## src/rtl/bcd_scan_ctrl.sv

```systemverilog
// Run/pause/load controller for a cascaded BCD counter.
// Also scans a shared common-anode 7-segment decoder across the digits.
module bcd_scan_ctrl #(
  parameter int unsigned DIGITS   = 4,
  parameter int unsigned TICK_DIV = 8,
  parameter int unsigned SCAN_DIV = 16
) (
  input  logic                  clk,
  input  logic                  rst_syn,
  input  logic                  start,
  input  logic                  stop,
  input  logic                  load,
  input  logic [4*DIGITS-1:0]   data,
  output logic [4*DIGITS-1:0]   count_out,
  output logic [DIGITS-1:0]     an,
  output logic [7:0]            seg_out,
  output logic                  running,
  output logic                  wrap,
  output logic                  load_err
);

  localparam int unsigned TW = $clog2(TICK_DIV);
  localparam int unsigned SW = $clog2(SCAN_DIV);
  localparam int unsigned IW = $clog2(DIGITS);

  typedef enum logic [1:0] {StIdle, StRun, StPause} state_e;

  state_e              state_q;
  logic [TW-1:0]       tick_q;
  logic [SW-1:0]       scan_q;
  logic [IW-1:0]       idx_q;
  logic [IW-1:0]       idx_next;
  logic [4*DIGITS-1:0] count_inc;
  logic                data_valid;
  logic                all_nines;
  logic                carry;
  logic                tick_last;
  logic [3:0]          nibble;

  // Ripple carry across digits so the whole number steps in one edge.
  always_comb begin
    data_valid = 1'b1;
    all_nines  = 1'b1;
    count_inc  = count_out;
    carry      = 1'b1;
    for (int i = 0; i < int'(DIGITS); i++) begin
      if (data[4*i +: 4] > 4'd9) data_valid = 1'b0;
      if (count_out[4*i +: 4] != 4'd9) all_nines = 1'b0;
      if (carry) begin
        if (count_out[4*i +: 4] == 4'd9) begin
          count_inc[4*i +: 4] = 4'd0;
        end else begin
          count_inc[4*i +: 4] = count_out[4*i +: 4] + 4'd1;
          carry               = 1'b0;
        end
      end
    end
  end

  assign tick_last = (tick_q == TW'(TICK_DIV - 1));

  always_ff @(posedge clk) begin
    if (!rst_syn) begin
      state_q   <= StIdle;
      running   <= 1'b0;
      count_out <= '0;
      tick_q    <= '0;
      wrap      <= 1'b0;
      load_err  <= 1'b0;
    end else begin
      wrap     <= 1'b0;
      load_err <= 1'b0;
      if (load) begin
        // A rejected load leaves state, count and prescaler untouched.
        if (data_valid) begin
          count_out <= data;
          state_q   <= StPause;
          running   <= 1'b0;
          tick_q    <= '0;
        end else begin
          load_err <= 1'b1;
        end
      end else if (stop) begin
        if (state_q == StRun) begin
          state_q <= StPause;
          running <= 1'b0;
        end
      end else if (start && state_q != StRun) begin
        state_q <= StRun;
        running <= 1'b1;
        tick_q  <= '0;
      end else if (state_q == StRun) begin
        if (tick_last) begin
          tick_q    <= '0;
          count_out <= count_inc;
          wrap      <= all_nines;
        end else begin
          tick_q <= tick_q + TW'(1);
        end
      end
    end
  end

  assign idx_next = (idx_q == IW'(DIGITS - 1)) ? '0 : idx_q + IW'(1);

  always_ff @(posedge clk) begin
    if (!rst_syn) begin
      scan_q <= '0;
      idx_q  <= '0;
      an     <= ~DIGITS'(1);
    end else if (scan_q == SW'(SCAN_DIV - 1)) begin
      scan_q <= '0;
      idx_q  <= idx_next;
      an     <= ~(DIGITS'(1) << idx_next);
    end else begin
      scan_q <= scan_q + SW'(1);
    end
  end

  assign nibble = count_out[{idx_q, 2'b00} +: 4];

  always_comb begin
    seg_out = 8'hFF;
    case (nibble)
      4'd0:    seg_out = 8'hC0;
      4'd1:    seg_out = 8'hF9;
      4'd2:    seg_out = 8'hA4;
      4'd3:    seg_out = 8'hB0;
      4'd4:    seg_out = 8'h99;
      4'd5:    seg_out = 8'h92;
      4'd6:    seg_out = 8'h82;
      4'd7:    seg_out = 8'hF8;
      4'd8:    seg_out = 8'h80;
      4'd9:    seg_out = 8'h90;
      default: seg_out = 8'hFF;
    endcase
  end

endmodule

```

## config.mk

```make
export PLATFORM = sky130hd
export DESIGN_NAME = bcd_scan_ctrl
export DESIGN_NICKNAME = d
export VERILOG_FILES = /design/src/rtl/bcd_scan_ctrl.sv
export SDC_FILE = /design/constraint.sdc
export NUM_CORES = 1
export LEC_CHECK = 0
export ABC_AREA = 1
export CAP_MARGIN = 20
export CORE_MARGIN = 2
export CORE_UTILIZATION = 50
export DETAILED_ROUTE_END_ITERATION = 6
export PLACE_DENSITY = 0.9
export SYNTH_ARGS = -nofsm -noshare
export SYNTH_HDL_FRONTEND = slang
export SYNTH_SLANG_ARGS = --single-unit
```

## constraint.sdc

```tcl
create_clock -name clk -period 2.5 [get_ports clk]
set_input_delay 0.5 -clock clk [delete_from_list [all_inputs] [get_ports clk]]
set_output_delay 0.5 -clock clk [all_outputs]
set_load 0.03 [all_outputs]
```

==> out/metrics.yaml <==
synthesis.area_um2: 2240
reg2reg_from: "tick_q[0]"
p_sw_mw: 0.447
p_leak_nw: 1.40
grt_max_degree: 20
hp-class: "register to register"
sw_frac_of_total_pct: 29.3
cp-end-kind: "output pin"
totalWireLength_um: 5780
final_common_cell: "nand2_1"
syn_to_final_growth_pct: 31.6
hold_end: "scan_q[0]"
crit_top_cell: "nand2_1"
cts_buffers: 5
fin_ws_ns: 0.139
vias_per_cell: 5.17
synth_top_family_by_area: "simple AND/OR/NAND/NOR gates"
r2r-end: "count_out[11]"
clkTransAtPathRegs_ns: 0.07
slowest_delay_ns: 0.37
std_cell_rows: 24
grt_pass1_vias: 2229
dr.pass1.iters: 6
start_util_pct: 51.9
antenna_found_initial: 0
drc: 0
synthMuxAreaShare_pct: 0
path_buf_inv: 4
synth_top_area_cell: "dfxtp_1"
rsz0062_at_grt: "true"
die_area_um2: 5040
most-common-layout-cells: "nand2_1, nor2_1, inv_1, clkdlybuf4s50_1, dfxtp_1"
yosys_warnings: 0
max_freq_mhz: 423
avgSynthCellArea_um2: 6.30
power.share.combinational_pct: 22.0
yosysSeqAreaShare_pct: 29.5
cp_cell_sequence: "inv_2 -> a21oi_1 -> o21ai_1 -> nand2_1 -> buf_4 -> ha_1 -> inv_1 -> nand2_1 -> o211ai_1 -> nand2_1 -> buf_4"
cp_top_family: "buffers and inverters"
ioPinCount: 52
n_antenna_cell: 0
synth_fa_ha_area_share_pct: 6.70
clkSinkCount: 33
routabilityCongestion: 0.884
first_iter_violations: 156
hpwl_um: 4300
p_clk_share_pct: 41.0
synth.net_count: 389
pwr-share-seq_pct: 37.0
slew_viol_final: 0
post-route-period-util_pct: 94.5
crit_arrival_ns: 1.86
die_h_um: 71.0
tritoncts: "yes"
path_class: "register to output pin"
power.density_nw_per_um2: 518
hold_viol: 0
nets: 444
htreeDepth: 2
grt_pass1_wl_um: 9550
crit_slowest_cell: "dfxtp_4"
detail-route-antenna-nets: 0
drive_above_1_share_pct: 12.4
port_buffers: 50
grt_use_total_pct: 23.7
cts_root_buf: "clkbuf_8"
multi_input_area_um2: 1330
hold_ws_ns: 0.467
ys_types: 27
hold_depth: 1
rr_worst_depth: 9
hp-start: "scan_q[0]"
final_util_pct: 68.2
grt_overflow_total: 0
status: "finished clean"
synthXorXnorAreaFrac_pct: 1.56
reg2reg_slack_ns: 0.91
wire_per_inst_um: 12.5
p_int_mw: 1.08
yosysTopAreaCellShare_pct: 29.5
cp.required_ns: 2.00
critPathMaxFanout: 7
synth_compound_area_share_pct: 14.8
place_ws_ns: 0.225
vdd_drop_max_mv: 0.272
fill_cells: 367
chipWidth_um: 71.0
clock_skew_ns: 0.00432
vias: 2399
max_cap_violations: 0
clock_latency_ns: 0.30
ys_seq_elements: 33
hold_buffers: 0
regArea_um2: 677
synthSimpleGateAreaFrac_pct: 36.2
setup_viol: 0
start_kind: "register"
coreArea_um2: 4320
period_minus_slack_ns: 2.36
clk_path_buf_depth: 2
syn_inst: 356
synthTopCellsByArea: "dfxtp_1, nand2_1, nor2_1"
worst max path at each step:
stage                       startpoint  slack [ns]  depth (start not counted)          to
after floorplan           count_out[8]        0.08                          7  seg_out[4]
after global placement        idx_q[0]        0.34                         10  seg_out[3]
after detailed placement      idx_q[0]        0.22                         10  seg_out[3]
after CTS                     idx_q[1]        0.04                          9  seg_out[5]
after global routing          idx_q[0]       -0.01                         10  seg_out[3]
final                         idx_q[1]        0.14                         11  seg_out[0]
power by group through the flow:
stage | clock [mW] | sequential, mW | combinational, mW
floorplan | 0 | 0.598 | 0.194
global placement | 0 | 0.577 | 0.322
detailed placement | 0 | 0.578 | 0.330
CTS | 0.632 | 0.566 | 0.333
global route | 0.662 | 0.567 | 0.371
finish | 0.627 | 0.565 | 0.336
metrics by stage:
step / power, mW / cell area [µm²] / setup TNS, ns / std cells
2_1_floorplan: 0.792 / 2240 / 0 / 356
3_5_place_dp: 0.908 / 2780 / 0 / 454
3_3_place_gp: 0.898 / 2780 / 0 / 454
4_1_cts: 1.53 / 2920 / 0 / 462
5_1_grt: 1.60 / 2950 / -0.0217 / 464
6_report: 1.53 / 2950 / 0 / 464
cell usage after synthesis:
cell	n
nand2_2	1
nor2_8	1
conb_1	1
o21ai_1	6
ha_1	12
o211ai_1	2
nand2_4	2
inv_2	7
buf_2	4
o2bb2ai_1	1
clkbuf_1	3
o21ai_0	27
nor3_1	1
nand3_4	3
nor2_1	68
nand4_1	6
nor2_2	2
or2_2	3
dfxtp_1	33
a21oi_1	21
o22ai_1	3
nand2_1	79
o21bai_4	1
buf_4	3
inv_1	45
nand3_1	17
xor2_1	4
worst reg2reg max path: cells and delay by family (launching register included):
kind                     cells  cell delay [ns]
AND/OR/NAND/NOR              6             0.71
flip-flops                   1             0.36
adder cells (fa/ha/maj)      2             0.33
buffers and inverters        1             0.10
timing repair:
item | CTS | global route
gates resized for setup | 2 | 12
setup buffers | 0 | 2
endpoints found under the setup margin | 5 | 7
pin swaps | 0 | 2
flip-flops by register name (all words and copies together), names as in the netlist:
name / cells
an: 4
state_q: 2
scan_q: 4
count_out: 16
tick_q: 3
wrap: 1
idx_q: 2
load_err: 1
cell families (layout without fill, tap and decap cells):
group / Yosys count / count (layout)
and+or+nand+nor: 183 / 183
AOI/OAI and AO/OA: 61 / 61
adders and majority gates: 12 / 12
DFF: 33 / 33
other: 1 / 1
buffers and inverters: 62 / 118
xor gates and xnor gates: 4 / 4
per-layer routing:
metal | part of all wire [%] | vias up | track usage, % | wire (µm)
met3 | 6.7 | 21 | 5.27 | 390
li1 | - | 1228 | - | -
met1 | 42 | 1053 | 28.5 | 2440
met4 | 3.4 | 0 | 10.5 | 194
met2 | 48 | 97 | 40.3 | 2750
met5 | 0 | - | 0 | 0
final cells by class:
type	count	share of cell area [%]
Tap cell	52	2.21
Inverter	52	6.62
Sequential cell	33	22.9
Clock inverter	3	2.33
Clock buffer	5	2.33
Timing Repair Buffer	58	18.4
Multi-Input combinational cell	261	45.2
No activity file was read; power rests on OpenSTA's default activity.
